[config.mk]
export PLATFORM = sky130hd
export DESIGN_NAME = uart_rx_oversampled
export DESIGN_NICKNAME = d
export VERILOG_FILES = /design/src/rtl/uart_pkg.sv /design/src/rtl/uart_rx_sampler.sv /design/src/rtl/uart_rx_oversampled.sv
export SDC_FILE = /design/constraint.sdc
export NUM_CORES = 1
export LEC_CHECK = 0
export BUFFER_PORTS_ARGS = -buffer_cell sky130_fd_sc_hd__buf_4
export CAP_MARGIN = 10
export CORE_MARGIN = 5
export CORE_UTILIZATION = 25
export CTS_BUF_LIST = sky130_fd_sc_hd__clkbuf_4 sky130_fd_sc_hd__clkbuf_8 sky130_fd_sc_hd__clkbuf_16
export CTS_CLUSTER_SIZE = 30
export DETAILED_ROUTE_END_ITERATION = 8
export SETUP_SLACK_MARGIN = 0.05
export SYNTH_ARGS = -nofsm -noshare
export SYNTH_HDL_FRONTEND = slang
export SYNTH_HIERARCHICAL = 1
export SYNTH_SLANG_ARGS = --single-unit
export TNS_END_PERCENT = 20
[constraint.sdc]
create_clock -name clk -period 2 [get_ports clk]
set_input_delay 0.3 -clock clk [delete_from_list [all_inputs] [get_ports clk]]
set_output_delay 0.3 -clock clk [all_outputs]
set_load 0.005 [all_outputs]
[src/rtl/uart_pkg.sv]
// Shared UART definitions: parity modes, receiver FSM states and the bit-vote helper.
package uart_pkg;

  localparam int PARITY_NONE = 0;
  localparam int PARITY_EVEN = 1;
  localparam int PARITY_ODD  = 2;

  localparam int STATE_W = 3;

  typedef enum logic [STATE_W-1:0] {
    IDLE   = 3'd0,
    START  = 3'd1,
    DATA   = 3'd2,
    PARITY = 3'd3,
    STOP   = 3'd4,
    BREAK  = 3'd5
  } rx_state_t;

  function automatic logic majority3(input logic [2:0] s);
    return (s[0] & s[1]) | (s[0] & s[2]) | (s[1] & s[2]);
  endfunction

endpackage

[src/rtl/uart_rx_sampler.sv]
// Line front end: 2-FF synchroniser, tick-sampled history and majority vote
// over the three samples ending at the mid-bit strobe.
module uart_rx_sampler
  import uart_pkg::*;
#(
  parameter int OVERSAMPLE = 16
)(
  input  logic                          clk,
  input  logic                          reset,
  input  logic                          sample_tick,
  input  logic                          rx_in,
  input  logic [$clog2(OVERSAMPLE)-1:0] tick_cnt,
  output logic                          rx_sync,
  output logic                          vote,
  output logic                          mid_strobe
);

  localparam int CNT_W = $clog2(OVERSAMPLE);

  logic [1:0] sync_q;
  logic [1:0] hist_q;

  always_ff @(posedge clk) begin
    if (reset) begin
      sync_q <= 2'b11;
      hist_q <= 2'b11;
    end else begin
      sync_q <= {sync_q[0], rx_in};
      if (sample_tick) hist_q <= {hist_q[0], rx_sync};
    end
  end

  // The current tick's sample joins the two held ones, so the vote is ready
  // on the tick with index OVERSAMPLE/2+1 (counter still shows OVERSAMPLE/2).
  always_comb begin
    rx_sync    = sync_q[1];
    vote       = majority3({hist_q, rx_sync});
    mid_strobe = sample_tick && (tick_cnt == CNT_W'(OVERSAMPLE / 2));
  end

endmodule

[src/rtl/uart_rx_oversampled.sv]
// Oversampled UART receiver: frame FSM, bit/tick counters, parity and stop
// checking, and a one-entry valid/ready output register with overrun pulse.
module uart_rx_oversampled
  import uart_pkg::*;
#(
  parameter int DATA_BITS   = 8,
  parameter int OVERSAMPLE  = 16,
  parameter int PARITY_MODE = 1,
  parameter int STOP_BITS   = 1
)(
  input  logic                 clk,
  input  logic                 reset,
  input  logic                 sample_tick,
  input  logic                 rx_in,
  output logic [DATA_BITS-1:0] dout,
  output logic                 dout_valid,
  input  logic                 dout_ready,
  output logic                 parity_err,
  output logic                 frame_err,
  output logic                 overrun_err,
  output logic                 busy
);

  localparam int CNT_W = $clog2(OVERSAMPLE);
  localparam int BIT_W = 4;

  rx_state_t            state_q, state_d;
  logic [CNT_W-1:0]     tick_cnt_q;
  logic [BIT_W-1:0]     bit_cnt_q;
  logic [DATA_BITS-1:0] shift_q;
  logic                 par_pend_q, frm_pend_q;
  logic                 rx_sync, vote, mid;
  logic                 start_det, last_data, last_stop, par_exp;
  logic                 complete, load;

  uart_rx_sampler #(.OVERSAMPLE(OVERSAMPLE)) u_sampler (
    .clk         (clk),
    .reset       (reset),
    .sample_tick (sample_tick),
    .rx_in       (rx_in),
    .tick_cnt    (tick_cnt_q),
    .rx_sync     (rx_sync),
    .vote        (vote),
    .mid_strobe  (mid)
  );

  always_ff @(posedge clk) begin
    if (reset) state_q <= IDLE;
    else       state_q <= state_d;
  end

  always_comb begin
    state_d   = state_q;
    complete  = 1'b0;
    start_det = (state_q == IDLE) && sample_tick && !rx_sync;
    last_data = (bit_cnt_q == BIT_W'(DATA_BITS - 1));
    last_stop = (bit_cnt_q == BIT_W'(STOP_BITS - 1));
    par_exp   = (PARITY_MODE == PARITY_ODD) ? ~^shift_q : ^shift_q;
    load      = 1'b0;
    busy      = (state_q != IDLE);
    case (state_q)
      IDLE:   if (start_det) state_d = START;
      START:  if (mid) state_d = vote ? IDLE : DATA;
      DATA:   if (mid && last_data) state_d = (PARITY_MODE != PARITY_NONE) ? PARITY : STOP;
      PARITY: if (mid) state_d = STOP;
      STOP: begin
        if (mid && last_stop) begin
          complete = 1'b1;
          state_d  = vote ? IDLE : BREAK;
        end
      end
      BREAK:  if (sample_tick && rx_sync) state_d = IDLE;
      default: state_d = IDLE;
    endcase
    load = complete && (!dout_valid || dout_ready);
  end

  // Tick counter is held at 0 in IDLE so the start-detect tick is index 0;
  // votes, and therefore all state changes, then land once per bit period.
  always_ff @(posedge clk) begin
    if (reset) begin
      tick_cnt_q <= '0;
      bit_cnt_q  <= '0;
      shift_q    <= '0;
      par_pend_q <= 1'b0;
      frm_pend_q <= 1'b0;
    end else begin
      if (sample_tick) begin
        if (state_q == IDLE || tick_cnt_q == CNT_W'(OVERSAMPLE - 1)) tick_cnt_q <= '0;
        else tick_cnt_q <= tick_cnt_q + 1'b1;
      end
      if (state_d != state_q) bit_cnt_q <= '0;
      else if (mid && (state_q == DATA || state_q == STOP)) bit_cnt_q <= bit_cnt_q + 1'b1;
      if (mid && state_q == DATA) shift_q <= {vote, shift_q[DATA_BITS-1:1]};
      if (start_det) begin
        par_pend_q <= 1'b0;
        frm_pend_q <= 1'b0;
      end else begin
        if (mid && state_q == PARITY) par_pend_q <= (vote != par_exp);
        if (mid && state_q == STOP && !vote) frm_pend_q <= 1'b1;
      end
    end
  end

  always_ff @(posedge clk) begin
    if (reset) begin
      dout        <= '0;
      dout_valid  <= 1'b0;
      parity_err  <= 1'b0;
      frame_err   <= 1'b0;
      overrun_err <= 1'b0;
    end else begin
      overrun_err <= complete && !load;
      if (load) begin
        dout       <= shift_q;
        dout_valid <= 1'b1;
        parity_err <= par_pend_q;
        frame_err  <= frm_pend_q | ~vote;
      end else if (dout_valid && dout_ready) begin
        dout_valid <= 1'b0;
        parity_err <= 1'b0;
        frame_err  <= 1'b0;
      end
    end
  end

endmodule

==> impl_metrics.json <==
{
  "outcome": "finished, final reports clean",
  "grt_pass1_vias": 1304,
  "hold_class": "input pin to register",
  "synth_top_area_frac": 0.423,
  "synth_top_cell_by_area": "dfxtp_1",
  "stdcell_count": 302,
  "timing.fmax_ghz": 0.548,
  "path_buf_inv": 2,
  "ant_nets": 0,
  "slowest_stage": "nor3_2",
  "ys_top_cells_by_area": "dfxtp_1 42%, mux2i_1 6.3%, nand2_1 4.5%",
  "start_util": 0.258,
  "place.gp.congestion": 0.774,
  "layout-drive-gt1-share": 0.204,
  "dieArea_mm2": 0.00878,
  "fin_skew_ns": 0.00879,
  "crit_path_start_kind": "register",
  "cp_top_family": "simple AND/OR/NAND/NOR gates",
  "dr.pass1.iters": 5,
  "grt_pass1_wl_um": 6180,
  "antenna_found_initial": 0,
  "dpl.hpwl_um": 2420,
  "post_cts_buffers": 0,
  "io-pin-count": 18,
  "endpoint": "busy",
  "wl_per_cell_um": 11.7,
  "maxSlewHeadroom": 0.644,
  "port_buffers": 17,
  "wl_um": 3520,
  "worstSetupPathType": "register to primary output",
  "endpoint_kind": "primary output",
  "die_h_um": 93.7,
  "core.rowCount": 30,
  "cp_max_fo": 14,
  "syn_area_per_cell_um2": 9.32,
  "cpPeakStageDelay_ns": 0.51,
  "tightest_slew_ns": 0.533,
  "setup_viol": 0,
  "grt_max_degree": 33,
  "synth_edf_count": 0,
  "cts_root_buf": "clkbuf_8",
  "synth-seq-cells": 37,
  "r2r.worst_path.cells": 7,
  "grt_usage": 0.0899,
  "power.total_mw": 1.39,
  "cts_sinks": 37,
  "r2r-start": "tick_cnt_q[1]",
  "p_leak_nw": 0.831,
  "min_period_ns": 1.82,
  "final_core_util": 0.305,
  "ys_warn_count": 6,
  "holdBufCountCts": 0,
  "drv_cap": 0,
  "clock_path_buffers": 2,
  "overflow": 0,
  "synth_fp_nets": 196,
  "vias": 1345,
  "arrival_ns": 1.52,
  "die_w_um": 93.7,
  "clk_latency_ns": 0.29,
  "rsz0062_at_grt": "no",
  "fin_setup_tns_ns": 0,
  "syn_area_mm2": 0.00175,
  "areaGrowthSynthToFinish_pct": 18.4,
  "synth_seq_area_share": 0.423,
  "crit_start": "state_q[0]",
  "finalCritPeriodShare": 0.912,
  "worst-path-stages": 3,
  "peakVddDrop_mv": 0.215,
  "async_reset_ff_frac": 0,
  "r2r-end": "frame_err",
  "worstPathCellList": "nor3_2 > inv_1 > buf_4",
  "netlist_instances": 188,
  "cts_tree": "yes",
  "drv_slew": 0,
  "layout.cells.most_common": "dfxtp_1",
  "worstPathRequired_ns": 1.70,
  "numCtsBuffers": 5,
  "diodes": 0,
  "vias_per_cell": 4.45,
  "power.density_mw_per_mm2": 672,
  "whs_ns": 0.185,
  "htree_levels": 2,
  "hold_viol_final": 0,
  "regToRegSetupSlack_ns": 0.21,
  "final_cell_mix": "37 x dfxtp_1, 21 x nand2_1, 21 x buf_4, 17 x nor2_1, 15 x a21oi_1",
  "synth_cell_type_count": 44,
  "fin_nets": 213,
  "drtIter0Drc": 175,
  "placed_cells": 294,
  "synthFlopType": "dfxtp_1",
  "core_region_area_mm2": 0.00679,
  "clkSlewWorstSetupHoldPaths_ns": 0.08,
  "drt_drc_violations_left": 0,
  "post_cts_resized": 0
}
## state kept, by name, summed over array words and instances, names as in the netlist, 2 cells and up
| name | cells |
|---|---|
| u_sampler/hist_q | 2 |
| dout | 8 |
| tick_cnt_q | 4 |
| state_q | 3 |
| shift_q | 8 |
| u_sampler/sync_q | 2 |
| bit_cnt_q | 4 |
## worst min-delay path by stage
stage                        startpoint                   to  slack, ns  depth (start not counted)
finish                            rx_in  u_sampler/sync_q[0]       0.19                          2
global placement    u_sampler/sync_q[0]  u_sampler/sync_q[1]       0.39                          1
global route                      rx_in  u_sampler/sync_q[0]       0.18                          2
CTS                               rx_in  u_sampler/sync_q[0]       0.18                          2
detailed placement  u_sampler/sync_q[0]  u_sampler/sync_q[1]       0.40                          1
floorplan           u_sampler/sync_q[0]  u_sampler/sync_q[1]       0.39                          1
## area by class of cell
cell class              count  area [µm²]
well taps                  96         120
repair buffers             21         158
clock inverters             1        8.76
fillers                   704        4720
inverters                   5        18.8
clock buffers               7        96.3
flip-flops and latches     37         741
multi-input cells         135         931
## logic make-up after synthesis
kind of cell,synth area share
AND/OR/NAND/NOR,0.239
flip-flops,0.423
AO/OA/AOI/OAI,0.131
buffers and inverters,0.0457
XOR/XNOR,0.0714
multiplexers,0.0629
adder cells (fa/ha/maj),0.0271
## synth_stat cells, types with 3 or more instances
master / count
nand3_1: 5
nand2b_1: 3
xnor2_1: 7
nor2b_1: 5
ha_1: 3
a21oi_1: 15
nand2_1: 21
mux2i_1: 11
nor3_1: 7
buf_2: 4
inv_1: 5
nor2_1: 17
dfxtp_1: 37
clkbuf_1: 5
## routing by layer
layer  share of wire  vias to the layer above  track usage
met4           0.030                        0       0.0529
met3           0.045                        8       0.0288
met2            0.45                       28        0.138
li1                -                      687            -
met1            0.48                      622        0.110
met5               0                        -            0
## metrics by stage
step | worst slack [ns] | instance area (µm²)
final | 0.176 | 2070
after global routing | 0.0549 | 2070
after CTS | 0.153 | 2070
after detailed placement | 0.169 | 1970
after global placement | 0.198 | 1970
after floorplan | 0.429 | 1750
## where the power goes
part | total [mW] | internal (mW) | leakage, nW | switching (mW)
clock network | 0.589 | 0.318 | 0.0549 | 0.271
registers | 0.750 | 0.743 | 0.299 | 0.00722
logic | 0.0534 | 0.0241 | 0.477 | 0.0294
total | 1.39 | 1.08 | 0.831 | 0.308
Power figures use the tool's default switching activity.
